===== src/rtl/ram_program_loader.sv =====
// Streams a program image into an async RAM, then hands the bus to the CPU.
// Optional readback check: define RAM_LOADER_VERIFY_EN.
module ram_program_loader #(
  parameter int DATA_W   = 8,
  parameter int ADDR_W   = 8,
  parameter int WE_PULSE = 2
) (
  input  logic              clk,
  input  logic              master_reset,
  input  logic              load_start,
  input  logic              wr_valid,
  output logic              wr_ready,
  input  logic [ADDR_W-1:0] wr_addr,
  input  logic [DATA_W-1:0] wr_data,
  input  logic              wr_last,
  output logic              ram_cs_n,
  output logic              ram_we_n,
  output logic              ram_oe_n,
  output logic [ADDR_W-1:0] ram_addr,
  output logic [DATA_W-1:0] ram_dout,
  output logic              ram_drive,
  input  logic [DATA_W-1:0] ram_din,
  output logic              cpu_sel,
  output logic              cpu_start,
  output logic              busy,
  output logic [ADDR_W:0]   word_count,
  output logic              error
);

  localparam int CW = (WE_PULSE < 2) ? 1 : $clog2(WE_PULSE + 1);
  localparam logic [ADDR_W:0] MAXC = {1'b1, {ADDR_W{1'b0}}};

  typedef enum logic [3:0] {
    IDLE, ACCEPT, SETUP, WRITE, HOLD, VERIFY,
    HANDOVER, RUN, TURN, ERROR
  } state_t;

  state_t          state;
  logic [CW-1:0]   cnt;
  logic            last_q;

`ifndef RAM_LOADER_VERIFY_EN
  logic unused_din;
  assign unused_din = ^ram_din;
`endif

  always_ff @(posedge clk) begin
    if (master_reset) begin
      state      <= IDLE;
      cnt        <= '0;
      last_q     <= 1'b0;
      wr_ready   <= 1'b0;
      ram_cs_n   <= 1'b1;
      ram_we_n   <= 1'b1;
      ram_oe_n   <= 1'b1;
      ram_addr   <= '0;
      ram_dout   <= '0;
      ram_drive  <= 1'b0;
      cpu_sel    <= 1'b0;
      cpu_start  <= 1'b0;
      busy       <= 1'b0;
      word_count <= '0;
      error      <= 1'b0;
    end else begin
      cpu_start <= 1'b0;
      unique case (state)
        IDLE: if (load_start) begin
          state      <= ACCEPT;
          wr_ready   <= 1'b1;
          busy       <= 1'b1;
          word_count <= '0;
          error      <= 1'b0;
        end
        ACCEPT: if (wr_valid) begin
          state     <= SETUP;
          wr_ready  <= 1'b0;
          ram_addr  <= wr_addr;
          ram_dout  <= wr_data;
          last_q    <= wr_last;
          ram_cs_n  <= 1'b0;
          ram_drive <= 1'b1;
        end
        SETUP: begin
          state    <= WRITE;
          ram_we_n <= 1'b0;
          cnt      <= CW'(WE_PULSE - 1);
        end
        WRITE: begin
          if (cnt == '0) begin
            state    <= HOLD;
            ram_we_n <= 1'b1;
          end else begin
            cnt <= cnt - 1'b1;
          end
        end
        HOLD: begin
          if (word_count != MAXC)
            word_count <= word_count + 1'b1;
`ifdef RAM_LOADER_VERIFY_EN
          state     <= VERIFY;
          ram_drive <= 1'b0;
          ram_oe_n  <= 1'b0;
          cnt       <= CW'(1);
`else
          ram_cs_n  <= 1'b1;
          ram_drive <= 1'b0;
          if (last_q) begin
            state <= HANDOVER;
          end else begin
            state    <= ACCEPT;
            wr_ready <= 1'b1;
          end
`endif
        end
`ifdef RAM_LOADER_VERIFY_EN
        VERIFY: begin
          if (cnt != '0) begin
            cnt <= cnt - 1'b1;
          end else begin
            ram_oe_n <= 1'b1;
            ram_cs_n <= 1'b1;
            if (ram_din != ram_dout) begin
              state <= ERROR;
              error <= 1'b1;
              busy  <= 1'b0;
            end else if (last_q) begin
              state <= HANDOVER;
            end else begin
              state    <= ACCEPT;
              wr_ready <= 1'b1;
            end
          end
        end
        ERROR: if (load_start) begin
          state      <= ACCEPT;
          wr_ready   <= 1'b1;
          busy       <= 1'b1;
          word_count <= '0;
          error      <= 1'b0;
        end
`endif
        HANDOVER: begin
          state     <= RUN;
          cpu_sel   <= 1'b1;
          cpu_start <= 1'b1;
          busy      <= 1'b0;
        end
        // Release the CPU one cycle before the loader drives the bus.
        RUN: if (load_start) begin
          state      <= TURN;
          cpu_sel    <= 1'b0;
          busy       <= 1'b1;
          word_count <= '0;
          error      <= 1'b0;
        end
        TURN: begin
          state    <= ACCEPT;
          wr_ready <= 1'b1;
        end
        default: state <= IDLE;
      endcase
    end
  end

endmodule

===== config.mk =====
export PLATFORM = sky130hd
export DESIGN_NAME = ram_program_loader
export DESIGN_NICKNAME = d
export VERILOG_FILES = /design/src/rtl/ram_program_loader.sv
export SDC_FILE = /design/constraint.sdc
export NUM_CORES = 1
export LEC_CHECK = 0
export CORE_ASPECT_RATIO = 1.2
export CORE_MARGIN = 5
export CORE_UTILIZATION = 45
export CTS_CLUSTER_SIZE = 28
export DETAILED_ROUTE_END_ITERATION = 8
export PLACE_DENSITY = 0.8
export SYNTH_ARGS = -nofsm -noshare
export SYNTH_HDL_FRONTEND = slang
export SYNTH_SLANG_ARGS = --single-unit
export TNS_END_PERCENT = 1

===== constraint.sdc =====
create_clock -name clk -period 1.95 [get_ports clk]
set_input_delay 0.2925 -clock clk [delete_from_list [all_inputs] [get_ports clk]]
set_output_delay 0.2925 -clock clk [all_outputs]
set_load 0.005 [all_outputs]

==> results.py, run 1 <==
metrics = {
    "status": {
        "status": "complete, no violations",
    },
    "timing": {
        "rsz0062_at_grt": "false",
        "relSlewSlack": 0.540,
        "worst_pin_slew_ns": 0.683,
        "final_hold_viol_count": 0,
        "period_needed_ns": 1.85,
        "min_period_over_period": 0.951,
        "tns_ns": 0,
        "final_max_slew_viol_count": 0,
        "fmax_mhz": 539,
        "setup_viol": 0,
        "setup_ws_ns": 0.0961,
        "skew_ns": 0.00444,
    },
    "placed_design": {
        "pre_cts_ws_ns": 0.0914,
        "gp_congestion": 0.800,
        "portBuffers": 52,
        "place_hpwl_um": 3360,
    },
    "detailed_routing": {
        "drc": 0,
        "wl_per_cell_um": 13.8,
        "vias": 1767,
        "wirelength_um": 4630,
        "viasPerCell": 5.26,
        "drtIter0Drc": 94,
        "detail-route-antenna-nets": 0,
        "dr.pass1.iters": 4,
    },
    "setup_path": {
        "criticalPathCategory": "reg -> reg",
        "rrSetupSlack_ns": 0.1,
        "cp-start-kind": "flop",
        "crit_required_ns": 2.16,
        "critPathCaptureType": "flop",
        "cp.arrival_ns": 2.06,
        "worst-path-max-fanout": 6,
    },
    "power_and_ir_drop": {
        "power.internal_mw": 1.32,
        "p_clk_frac": 0.292,
        "power_density_nw_per_um2": 729,
        "share_seq_of_total_power": 0.479,
        "power_frac_comb": 0.229,
        "switchingPower_mw": 0.539,
        "p_leak_nw": 0.959,
        "irDropWorstVdd_v": 0.000574,
        "switching_share": 0.290,
    },
    "yosys": {
        "synth_area_leaders": "dfxtp_1 43%, nand2_1 9.2%, a21oi_1 6.4%",
        "netlist_area_um2": 1800,
        "yosysWarnings": 0,
        "syn_inst": 220,
        "synth-seq-cells": 39,
        "yosysMostFrequentCell": "nand2_1",
        "syn-num-nets": 252,
        "ys_types": 48,
        "synth_common_cells": "44 x nand2_1, 39 x dfxtp_1, 23 x a21oi_1, 13 x nand3_1, 11 x clkbuf_1",
        "synth_top_cell_by_area": "dfxtp_1",
        "synth_edf_count": 0,
        "ys_seq_area_frac": 0.434,
        "yosys_most_used_dff": "dfxtp_1",
        "synth_top_area_share": 0.434,
        "async_reset_ff_frac": 0,
        "syn-mean-instance-area_um2": 8.18,
    },
    "die": {
        "die_h_um": 79.3,
        "die_width_um": 67.7,
        "rows": 25,
        "boundaryPins": 63,
        "dieArea_um2": 5370,
        "start_util": 0.460,
        "core_um2": 3910,
    },
    "clock_network": {
        "cts_tree": "built",
        "root_buffer": "clkbuf_8",
        "ctsHoldBuffers": 0,
        "path_clk_slew_ns": 0.08,
        "numCtsBuffers": 5,
        "cts_max_level": 2,
        "clkLatencyLatePin_ns": 0.30,
        "clock-sinks": 39,
        "cts_buffer_depth": 2,
    },
    "flow_run": {
        "maxCapViolCount": 0,
    },
    "grt": {
        "antenna_found_initial": 0,
        "grt_first_pass_wirelength_um": 7980,
        "grtUsageTotal": 0.194,
        "grt_pass1_vias": 1723,
        "grt_start_max_net_pins": 43,
        "grt_overflow_total": 0,
    },
    "layout": {
        "drive_gt1_frac": 0.121,
        "diodes": 0,
        "fin_nets": 313,
        "syn_to_final_growth_pct": 41.5,
    },
    "worst_hold_path": {
        "hp-class": "reg -> reg",
    },
}
stage by stage:
stage | utilization | std cells | power (mW) | hold slack, ns | area, um2
floorplan | - | 220 | 1.13 | 0.428 | 1800
global placement | 0.630 | 328 | 1.32 | 0.441 | 2460
detailed placement | 0.630 | 328 | 1.33 | 0.446 | 2460
CTS | 0.652 | 336 | 1.88 | 0.457 | 2550
global route | 0.652 | 336 | 1.96 | 0.477 | 2550
finish | 0.652 | 336 | 1.86 | 0.454 | 2550
sequential cells by signal, summed over array words and instances (netlist names):
register,flops
cpu_start,1
ram_drive,1
cpu_sel,1
ram_we_n,1
last_q,1
ram_dout,8
word_count,9
state,4
busy,1
wr_ready,1
cnt,2
ram_cs_n,1
ram_addr,8
kinds of logic (layout without fill, tap and decap cells):
| group | after synthesis | after routing | synth area share |
|---|---|---|---|
| other | 2 | 2 | 0.00417 |
| buffers and inverters | 23 | 85 | 0.0535 |
| multiplexers | 1 | 1 | 0.00556 |
| flip-flops | 39 | 39 | 0.434 |
| adder cells (fa/ha/maj) | 3 | 3 | 0.0209 |
| AO/OA/AOI/OAI | 51 | 51 | 0.190 |
| AND/OR/NAND/NOR | 101 | 101 | 0.292 |
worst max-delay path, stage by stage, from the launching register on:
cell	delay (ns)
dfxtp_1	0.31
inv_1	0.07
ha_1	0.15
or4b_2	0.64
o21ai_4	0.24
o21ai_2	0.11
a311oi_1	0.25
final timing paths:
| check | from | endpoint | depth (start not counted) |
|---|---|---|---|
| max | word_count[0]$_SDFFE_PP0P_ | word_count[3]$_SDFFE_PP0P_ | 6 |
| min | ram_dout[0]$_SDFFE_PP0P_ | ram_dout[0]$_SDFFE_PP0P_ | 2 |
| max reg2reg | word_count[0]$_SDFFE_PP0P_ | word_count[3]$_SDFFE_PP0P_ | 6 |
| min reg2reg | ram_dout[0]$_SDFFE_PP0P_ | ram_dout[0]$_SDFFE_PP0P_ | 2 |
cell type report:
cell class              count  area, um2
fillers                   356       1360
repair buffers             69        661
clock buffers               6       72.6
inverters                   8       30.0
clock inverters             2       12.5
well taps                  54       67.6
flip-flops and latches     39        781
multi-input cells         158        923
per-layer routing:
metal	part of all wire	up-vias	track usage
met1	0.41	818	0.211
li1	-	891	-
met3	0.070	11	0.0707
met5	0	-	0
met2	0.49	47	0.323
met4	0.031	0	0.0953
timing repair:
action                                  in CTS  in global routing
setup buffers                                0                  0
gates resized for setup                      0                  0
endpoints found under the setup margin       0                  4
cells in the final DEF, fill, tap and decap left out, drive strengths merged, types with 2 or more instances in the layout:
cell type      synthesis  routed
clkdlybuf4s50          0      52
nand2                 44      44
dfxtp                 39      39
a21oi                 23      23
buf                    4      17
nand3                 13      13
inv                    8       8
nor2                   8       8
nor3                   7       7
o21ai                  7       7
or3                    6       6
clkbuf                11       6
and3                   4       4
a311oi                 3       3
ha                     3       3
or4b                   2       2
nor4                   2       2
a211oi                 2       2
or2                    2       2
nand2b                 2       2
a211o                  2       2
nor2b                  2       2
nand3b                 2       2
a2bb2oi                2       2
conb                   2       2
nor4b                  2       2
nand4                  2       2
a221oi                 2       2
power by group through the flow:
stage               Sequential [mW]  Clock [mW]  Combinational (mW)
CTS                           0.889       0.567               0.427
detailed placement            0.907           0               0.423
global route                  0.897       0.593               0.472
global placement              0.906           0               0.416
floorplan                     0.900           0               0.235
finish                        0.889       0.543               0.425
Note: power is estimated with default switching activity, not from simulation.
==> run 2, diff against run 1 <==
Settings changed: CORE_MARGIN 5 to not set.
==> run 2 against run 1 <==
Critical path depth down 1. Clock power shrank 2%. Combinational power is 2% lower. Sequential cell count stayed put. Cell count is 0.30% higher. Global-route usage rose by 2.7 points. Sequential share of layout area down 0.13 points. Non-clock buffer count increased by 3. Power shrank 0.69%. Design area grew 0.44%. Largest cell class unchanged.
==> results.py, run 2 (synthesized netlist as in run 1, its figures left out) <==
metrics = {
    "status": {
        "status": "complete, no violations",
    },
    "setup_path": {
        "critPathCaptureType": "flop",
        "critical_path.top_delay_family": "simple AND/OR/NAND/NOR gates",
        "reg2reg_from": "word_count[8]$_SDFFE_PP0P_",
        "reg2reg_to": "word_count[1]$_SDFFE_PP0P_",
        "criticalPathCategory": "reg -> reg",
        "crit_required_ns": 2.14,
        "ff2ff_path_depth": 5,
        "path_buf_inv": 1,
        "slowest_delay_ns": 0.67,
        "cp.arrival_ns": 2.02,
        "rrSetupSlack_ns": 0.12,
        "worst-path-max-fanout": 5,
        "cp-start-kind": "flop",
        "cpMaxStageDelayCell": "or4b_2",
        "crit_chain": "or4b_2 -> o21ai_4 -> buf_4 -> nor4b_1 -> a41o_1",
    },
    "timing": {
        "setup_viol": 0,
        "period_needed_ns": 1.83,
        "min_period_over_period": 0.938,
        "relSlewSlack": 0.655,
        "final_max_slew_viol_count": 0,
        "skew_ns": 0.00769,
        "fmax_mhz": 547,
        "final_hold_viol_count": 0,
        "tns_ns": 0,
        "setup_ws_ns": 0.121,
        "worst_pin_slew_ns": 0.513,
        "rsz0062_at_grt": "false",
        "finalHoldWorstSlack_ns": 0.455,
    },
    "layout": {
        "drive_gt1_frac": 0.130,
        "final_area_um2": 2560,
        "largestRegisters": "word_count x9, ram_addr x8, ram_dout x8",
        "fin_nets": 316,
        "final_common_cell": "clkdlybuf4s50_1",
        "finalNonFillerCells": 337,
        "layout_common_cells": "52 x clkdlybuf4s50_1, 44 x nand2_1, 39 x dfxtp_1",
        "diodes": 0,
        "largest_register_ffs": 9,
        "syn_to_final_growth_pct": 42.1,
        "top_register": "word_count",
        "utilization": 0.687,
    },
    "power_and_ir_drop": {
        "irDropWorstVdd_v": 0.000647,
        "power_frac_comb": 0.226,
        "switching_share": 0.287,
        "power_density_nw_per_um2": 720,
        "p_clk_frac": 0.290,
        "p_leak_nw": 0.969,
        "switchingPower_mw": 0.529,
        "power.internal_mw": 1.31,
        "share_seq_of_total_power": 0.485,
        "p_total_mw": 1.84,
    },
    "clock_network": {
        "numCtsBuffers": 5,
        "path_clk_slew_ns": 0.08,
        "cts_tree": "built",
        "cts_max_level": 2,
        "cts_buffer_depth": 2,
        "clkLatencyLatePin_ns": 0.29,
        "clock-sinks": 39,
        "root_buffer": "clkbuf_8",
    },
    "die": {
        "dieArea_um2": 4260,
        "rows": 24,
        "boundaryPins": 63,
        "core_um2": 3720,
        "die_h_um": 71.3,
        "start_util": 0.484,
        "die_width_um": 59.7,
    },
    "placed_design": {
        "gp_congestion": 0.825,
        "dp.cells": 326,
        "pre_cts_ws_ns": 0.0490,
        "portBuffers": 52,
        "place_hpwl_um": 3050,
        "post_dp_cell_area_um2": 2450,
    },
    "grt": {
        "grt_start_max_net_pins": 20,
        "grtUsageTotal": 0.220,
        "antenna_found_initial": 0,
        "grt_pass1_vias": 1634,
        "grt_first_pass_wirelength_um": 7160,
        "grt_overflow_total": 0,
    },
    "detailed_routing": {
        "wl_met1_um": 1880,
        "dr.pass1.iters": 5,
        "wirelength_um": 4410,
        "detail-route-antenna-nets": 0,
        "wl_per_cell_um": 13.1,
        "viasPerCell": 5.36,
        "vias": 1806,
        "drc": 0,
        "top_layer": "met4",
        "drtIter0Drc": 93,
        "met2_length_um": 2240,
        "wl_met3_um": 195,
    },
    "flow_run": {
        "maxCapViolCount": 0,
    },
    "worst_hold_path": {
        "min_path_cells": 2,
        "whs_endpoint": "ram_dout[6]$_SDFFE_PP0P_",
        "hp-class": "reg -> reg",
        "worstHoldStart": "ram_dout[6]$_SDFFE_PP0P_",
    },
}
## run 2: cell types whose count changed in the layout (fill, tap and decap cells not counted), sizes merged
cell and change:
buf +3
## run 2: worst register-to-register path, stage by stage, from the launching register on
cell and delay, ns:
dfxtp_1 0.41, or4b_2 0.67, o21ai_4 0.26, buf_4 0.15
nor4b_1 0.04, a41o_1 0.20
## run 2: power groups by stage
stage	clock network (mW)	logic, mW	registers (mW)
2_1_floorplan	0	0.235	0.900
3_3_place_gp	0	0.406	0.908
3_5_place_dp	0	0.410	0.910
4_1_cts	0.547	0.413	0.892
5_1_grt	0.583	0.462	0.901
6_report	0.534	0.416	0.893
## run 2: cell type report
class | count | area, um2
clock buffers | 6 | 72.6
multi-input cells | 158 | 927
clock inverters | 2 | 12.5
flip-flops and latches | 39 | 781
fillers | 331 | 1160
inverters | 8 | 30.0
well taps | 52 | 65.1
repair buffers | 72 | 671
## run 2: timing repair
action,4_1_cts,5_1_grt
buffers inserted,0,3
setup endpoints to repair,0,3
hold buffers,0,0
gates resized for setup,0,1
## run 2: how the worst max path moves through the flow
stage	start	end	slack, ns	cells past startpoint
2_1_floorplan	word_count[0]$_SDFFE_PP0P_	word_count[4]$_SDFFE_PP0P_	0.15	6
3_3_place_gp	word_count[0]$_SDFFE_PP0P_	word_count[4]$_SDFFE_PP0P_	0.07	6
3_5_place_dp	word_count[0]$_SDFFE_PP0P_	word_count[4]$_SDFFE_PP0P_	0.05	6
4_1_cts	word_count[0]$_SDFFE_PP0P_	word_count[4]$_SDFFE_PP0P_	0.03	6
5_1_grt	word_count[7]$_SDFFE_PP0P_	word_count[2]$_SDFFE_PP0P_	0.04	4
6_report	word_count[8]$_SDFFE_PP0P_	word_count[1]$_SDFFE_PP0P_	0.12	5
## run 2: per-layer routing
layer,vias to the layer above,GRT usage
li1,901,-
met1,842,0.269
met2,55,0.357
met3,8,0.0560
met4,0,0.103
met5,-,0
